`config.mk`:
```
export PLATFORM = sky130hd
export DESIGN_NAME = mod6_seq_ctrl
export DESIGN_NICKNAME = d
export VERILOG_FILES = /design/src/rtl/mod6_seq_ctrl.sv
export SDC_FILE = /design/constraint.sdc
export NUM_CORES = 1
export LEC_CHECK = 0
export BUFFER_PORTS_ARGS = -buffer_cell sky130_fd_sc_hd__buf_2
export CAP_MARGIN = 20
export CORE_MARGIN = 1
export CORE_UTILIZATION = 40
export DETAILED_ROUTE_END_ITERATION = 7
export GPL_TIMING_DRIVEN = 0
export PLACE_DENSITY_LB_ADDON = 0.15
export REMOVE_ABC_BUFFERS = 1
export SLEW_MARGIN = 5
export SYNTH_ARGS = -nofsm -noshare
export SYNTH_HDL_FRONTEND = slang
export SYNTH_SLANG_ARGS = --single-unit
```
`constraint.sdc`:
```
create_clock -name clk -period 3.6 [get_ports clk]
set_input_delay 0.72 -clock clk [delete_from_list [all_inputs] [get_ports clk]]
set_output_delay 0.72 -clock clk [all_outputs]
set_load 0.005 [all_outputs]
```
`src/rtl/mod6_seq_ctrl.sv`:
```
// mod6_seq_ctrl: sequencer driving an external mod-6 counter.
//
// Commands (sampled on clk when ena=1):
//   IDLE priority is stop > load > start > step.
//   load  : one-cycle cnt_load pulse.
//   start : run the counter for run_wraps full wraps (0 = free-run).
//   step  : one single increment.
//
// Ports:
//   clk, rst_n       clock, async active-low reset
//   ena              global enable; 0 freezes state, masks strobes
//   cmd_start/stop/step/load  level commands
//   load_val         counter preset (6/7 load as 0)
//   run_wraps        wraps to run, 0 = free-run
//   prescale         tick divider (prescaler build only)
//   cnt_in           current counter value
//   cnt_en, cnt_load, cnt_load_val  counter strobes and load data
//   busy, done       busy in RUN/STEP; done one-cycle pulse
//   wrap_cnt         wraps counted since the last start
//
// Build option: define MOD6_SEQ_CTRL_PRESCALE_EN to insert a 4-bit
// prescaler so RUN advances the counter every prescale+1 cycles.
// Without it the counter advances every RUN cycle and prescale is
// ignored.

module mod6_seq_ctrl #(
    parameter int WRAPS_W = 4
) (
    input  logic               clk,
    input  logic               rst_n,
    input  logic               ena,
    input  logic               cmd_start,
    input  logic               cmd_stop,
    input  logic               cmd_step,
    input  logic               cmd_load,
    input  logic [2:0]         load_val,
    input  logic [WRAPS_W-1:0] run_wraps,
    input  logic [3:0]         prescale,
    input  logic [2:0]         cnt_in,
    output logic               cnt_en,
    output logic               cnt_load,
    output logic [2:0]         cnt_load_val,
    output logic               busy,
    output logic               done,
    output logic [WRAPS_W-1:0] wrap_cnt
);

    typedef enum logic [1:0] {
        S_IDLE,
        S_RUN,
        S_STEP,
        S_DONE
    } state_t;

    state_t             state;
    logic [WRAPS_W-1:0] wraps_lat;
    logic               load_q;
    logic               tick;
    logic               wrap;
    logic [WRAPS_W-1:0] wrap_inc;
    logic               term_wrap;

`ifdef MOD6_SEQ_CTRL_PRESCALE_EN
    logic [3:0] psc;
    logic [3:0] psc_lat;

    assign tick = (psc == psc_lat);
`else
    logic unused_prescale;

    assign unused_prescale = ^prescale;
    assign tick = 1'b1;
`endif

    assign busy   = (state == S_RUN) || (state == S_STEP);
    assign cnt_en = ena && (((state == S_RUN) && tick) ||
                            (state == S_STEP));

    // Out-of-range counter values (6/7) never register as a wrap.
    assign wrap = cnt_en && (cnt_in == 3'd5);

    assign wrap_inc = (&wrap_cnt) ? wrap_cnt
                                  : wrap_cnt + WRAPS_W'(1);

    // Terminal wrap: the one that brings wrap_cnt up to the target.
    assign term_wrap = wrap && (wraps_lat != '0) &&
                       (wrap_inc == wraps_lat);

    // The load strobe is masked directly by ena so a disable
    // during the pulse cycle suppresses it.
    assign cnt_load = load_q && ena;

    always_ff @(posedge clk or negedge rst_n) begin
        if (!rst_n) begin
            state        <= S_IDLE;
            wraps_lat    <= '0;
            load_q       <= 1'b0;
            cnt_load_val <= 3'd0;
            done         <= 1'b0;
            wrap_cnt     <= '0;
`ifdef MOD6_SEQ_CTRL_PRESCALE_EN
            psc          <= 4'd0;
            psc_lat      <= 4'd0;
`endif
        end else begin
            load_q <= 1'b0;
            if (ena) begin
                done <= 1'b0;
                if (wrap) begin
                    wrap_cnt <= wrap_inc;
                end
`ifdef MOD6_SEQ_CTRL_PRESCALE_EN
                if (state == S_RUN) begin
                    psc <= tick ? 4'd0 : psc + 4'd1;
                end
`endif
                unique case (state)
                    S_IDLE: begin
                        if (cmd_stop) begin
                            state <= S_IDLE;
                        end else if (cmd_load) begin
                            load_q       <= 1'b1;
                            cnt_load_val <= (load_val > 3'd5) ? 3'd0
                                                              : load_val;
                        end else if (cmd_start) begin
                            state     <= S_RUN;
                            wrap_cnt  <= '0;
                            wraps_lat <= run_wraps;
`ifdef MOD6_SEQ_CTRL_PRESCALE_EN
                            psc       <= 4'd0;
                            psc_lat   <= prescale;
`endif
                        end else if (cmd_step) begin
                            state <= S_STEP;
                        end
                    end
                    S_RUN: begin
                        // Stop beats a terminal wrap in the same cycle.
                        if (cmd_stop) begin
                            state <= S_IDLE;
                        end else if (term_wrap) begin
                            state <= S_DONE;
                            done  <= 1'b1;
                        end
                    end
                    S_STEP: begin
                        state <= S_IDLE;
                    end
                    S_DONE: begin
                        state <= S_IDLE;
                    end
                    default: begin
                        state <= S_IDLE;
                    end
                endcase
            end
        end
    end

endmodule

```
======== Word-level counts from Yosys, hierarchy flattened ========
Cells that the tools add are included.
storage, ports and cells
  output and inout bits ................... 11
  input bits .............................. 21
  logic and storage cells ................. 52
  bits in registers ....................... 15
cells by class
  bitwise gates (word level) .............. 2
  multiplexer cells ....................... 21
  magnitude comparators ................... 1
  eq/ne operators ......................... 8
  add/sub/neg operators ................... 1
  reductions and logical operators ........ 13
operator list
  kind                 count
  $mux 4               6
  $mux 2               6
  $reduce_and 4->1     3
  $mux 1               7
  $ne 3x3->1 const B   2
  $pmux 2 s3           1
  $logic_and 1x1->1    5
  $reduce_and 5->1     1
  $add 4x1->4 const B  1
  $eq 2x2->1 const B   2
  $eq 4x4->1           1
  $ne 4x4->1 const B   1
  $reduce_bool 4->1    1
  $eq 3x3->1 const B   1
  $gt 3x3->1 const B   1
  $mux 3               1
  $eq 2x1->1 const B   1
  $logic_not 2->1      1
  $not 1->1            2
  $reduce_or 2->1      1
  $logic_or 1x1->1     1

======== Longest topological paths before layout ========
  word-level depth ........................ 9
  depth in mapped cells ................... 7
  gate-level depth less buffers ........... 7

======== Worst setup path before layout ========
OpenSTA, ideal clock, no wires.
  kind .................................... flip-flop to flip-flop
  start ................................... register wrap_cnt[0]
  end ..................................... register state[0]
  data arrival time ....................... 1,939 ps
  path buffers ............................ 1
  clock period less this slack ............ 2,029 ps
  data required time ...................... 3,510 ps
  slack ................................... 1,571 ps
  library setup time ...................... 90 ps
  cell stages (with the launch flop) ...... 8
  path through ............................ dfrtp_1 > ha_1 > and3_1 > buf_6 > nor4_4 > o311ai_1 > a2111o_1 > o221ai_1
between the ends
  word-level cells in the longest chain between the ends .. 6
  elaborated cells on any way between the ends .. 7
  classes of those cells .................. add/sub: 1; eq/ne: 2; mux: 1; reduce/logical: 3
RTL lines
  element                                                 RTL line  source
  start, declared                                         45        output logic [WRAPS_W-1:0] wrap_cnt
  start signal, assigned                                  110       wrap_cnt <= wrap_inc;
  $add 4x1->4 / $reduce_and 4->1 (equally long branches)  83, 82
  $mux 4 *                                                82        assign wrap_inc = (&wrap_cnt) ? wrap_cnt
  $eq 4x4->1 *                                            87        (wrap_inc == wraps_lat);
  $logic_and 1x1->1 *                                     86        assign term_wrap = wrap && (wraps_lat != '0) &&
  $ne 3x3->1 (no line) *                                  -
  $reduce_and 4->1 (no line) *                            -
  end signal, assigned                                    95        state <= S_IDLE;
  end signal, assigned                                    120       state <= S_IDLE;
  end signal, assigned                                    126       state <= S_RUN;
  end, declared                                           55        state_t state;
Mark *: on every way between the ends. The rest lies on a longest branch, timed or not.
A chain may end at the register's enable or synchronous reset.

======== Worst setup path after layout ========
Same ends and word-level chain as after synthesis.

==> metrics.md <==
| Metric | Value |
|---|---|
| Outcome | `completed` |
| Synth Cell Area | `981 sq um` |
| Dpl ws | `1.39 ns` |
| HPWL Detailed | `1.54 mm` |
| All-Layer GR Usage | `0.171` |
| DR vias | `854` |
| Largest net degree at the start of global routing | `16` |
| Gp weighted congestion | `0.764` |
| Post-CTS setup buffer count | `0` |
| Layout area overhead | `17.2%` |
| Final Non-Filler Cells | `163` |
| Slew margin rel. | `0.677` |
| Final Hold Viols | `0` |
| Deepest clock path buffer count | `2` |
| Critical R2R Launch | `wrap_cnt[0]` |
| Power per cell area | `579 nW/um^2` |
| CTS clk-pin slew, worst paths | `0.10 ns` |
| Slew Viols, Final | `0` |
| FP Rows | `17` |
| PnR worst setup slack | `1.31 ns` |
| R2R depth | `6` |
| Grt ovf | `0` |
| Port buffer count | `27` |
| DRC Markers | `0` |
| Yosys cell types | `35` |
| Flop2flop setup slack | `1.31 ns` |
| Fin crit share | `0.635` |
| Share of cells above drive strength 1 | `0.252` |
| Gate Count Post-Synth | `108` |
| Number of synthesized flops with an enable pin | `0` |
| Unrepaired setup endpoints after global routing | `false` |
| Setup TNS | `0 ns` |
| Antenna violations before repair | `0` |
| Post-route ant nets | `0` |
| # IOs | `32` |
| Num Clock Sinks | `15` |
| CTS tree | `done` |
| Worst-Margin Slew | `0.481 ns` |
| Synth Warn # | `0` |
| Overall Power | `0.666 mW` |
| N_diodes | `0` |
| Post-synthesis average cell area | `9.08 sq um` |
| Max FO, Critical Path | `7` |
| Most frequent cells in the layout | `buf_2, dfrtp_1, nand2_1` |
| Effective utilization at floorplan | `0.435` |
| Initial DRT Pass Iterations | `4` |
| Type of the most critical hold path | `input port to async pin` |
| Root buffer cell | `clkbuf_4` |
| Crit path arrival time | `2.43 ns` |
| Most common cell after layout, fill and taps aside | `buf_2` |
| Die Wd | `51.5 um` |
| Startpoint Class | `register` |
| Num CTS Buffers | `3` |
| Die area | `2650 sq um` |
| Final setup violation count | `0` |
| Setup Skew | `0.00126 ns` |
| Async SR Flop Fraction | `1.00` |
| Seq/Total Area, Yosys | `0.383` |
| RR Endpoint | `state[0]` |
| Worst-skew pair later-pin latency | `0.28 ns` |
| Vias per cell | `5.24` |
| Number of global-route vias before repair | `832` |
| CTS H-tree lvls | `1` |
| Inst Count DP | `159` |
| Worst Setup End Kind | `register` |
| Worst vdd ir | `0.000367 V` |
| CP required | `3.75 ns` |
| Fmax | `438 MHz` |
| Layout Nets | `160` |
| CTS Hold Bufs | `0` |
| First-pass GRT wire length | `3.37 mm` |
| DR iter-0 viols | `6` |
| Routed len/inst | `11.8 um` |
| CORE AREA | `2250 sq um` |
| Most used flip-flop cell after synthesis | `dfrtp_1` |
| Routed WL | `1.92 mm` |
| Die height | `51.5 um` |
| Post-CTS Resized | `0` |
| Min cycle time layout | `2.29 ns` |
| Leak | `0.566 nW` |
| Max cap viols | `0` |
| Setup Crit Path Kind | `register to register` |
| Flop and latch count out of synthesis | `15` |
-- flip-flops by register name, indices dropped and copies added, names as in the netlist --
register	flops
done	1
state	2
wrap_cnt	4
load_q	1
wraps_lat	4
cnt_load_val	3
-- worst max-delay path by stage --
stage	from	to	slack, ns	cells past startpoint
finish	wrap_cnt[0]	state[0]	1.31	6
global route	wrap_cnt[0]	state[0]	1.13	6
CTS	wrap_cnt[0]	state[0]	1.36	6
detailed placement	wrap_cnt[0]	state[0]	1.39	6
global placement	wrap_cnt[0]	state[0]	1.41	6
floorplan	wrap_cnt[0]	state[0]	1.62	6
-- stage by stage --
stage / hold slack (ns) / util / cell area (sq um)
floorplan: 0.424 / - / 950
global placement: 0.464 / 0.497 / 1120
detailed placement: 0.480 / 0.497 / 1120
CTS: 0.325 / 0.510 / 1150
global route: 0.337 / 0.510 / 1150
finish: 0.316 / 0.510 / 1150
-- routing by layer --
layer	track usage	vias to the layer above	share of wire	wire, um
li1	-	437	-	-
met4	0.0405	0	0.0068	13
met2	0.294	21	0.47	896
met3	0.0526	2	0.043	82
met5	0	-	0	0
met1	0.208	394	0.48	929
-- logic make-up (layout without fill, tap and decap cells) --
family                   Yosys count  in the layout  share of synthesized area
flip-flops                        15             15                      0.383
buffers and inverters              9             36                     0.0510
multiplexers                       7              7                     0.0753
adder cells (fa/ha/maj)            3              3                     0.0383
XOR/XNOR                           5              5                     0.0446
AO/OA/AOI/OAI                     20             20                      0.131
AND/OR/NAND/NOR                   49             49                      0.277
-- cell type report --
class / instances / area (sq um)
Tap cell: 28 / 35.0
Multi-Input combinational cell: 84 / 556
Clock buffer: 3 / 22.5
Clock inverter: 1 / 7.51
Inverter: 5 / 18.8
Fill cell: 228 / 1100
Timing Repair Buffer: 27 / 135
Sequential cell: 15 / 375
-- critical path, stage by stage, from the launching register on --
cell	delay, ns
dfrtp_1	0.49
ha_1	0.29
and3_1	0.33
mux2i_1	0.24
o311ai_1	0.13
a211oi_1	0.48
o221ai_1	0.18
-- synthesized netlist by cell type, drive strengths merged, types with 3 or more instances --
cell type | n | area, sq um
nand2 | 12 | 45.0
dfrtp | 15 | 375
ha | 3 | 37.5
nand3 | 5 | 25.0
o21ai | 7 | 35.0
mux2 | 3 | 33.8
a21oi | 5 | 25.0
inv | 5 | 18.8
and2 | 3 | 18.8
mux2i | 4 | 40.0
nor2 | 10 | 37.5
xnor2 | 4 | 35.0
nand2b | 5 | 31.3
and3 | 3 | 20.0
-- report_power, final --
group / total, mW / internal, mW / switching (mW)
registers: 0.283 / 0.222 / 0.0606
clock network: 0.101 / 0.0421 / 0.0584
logic: 0.282 / 0.141 / 0.141
total: 0.666 / 0.405 / 0.260
Note: power is estimated with default switching activity, not from simulation.
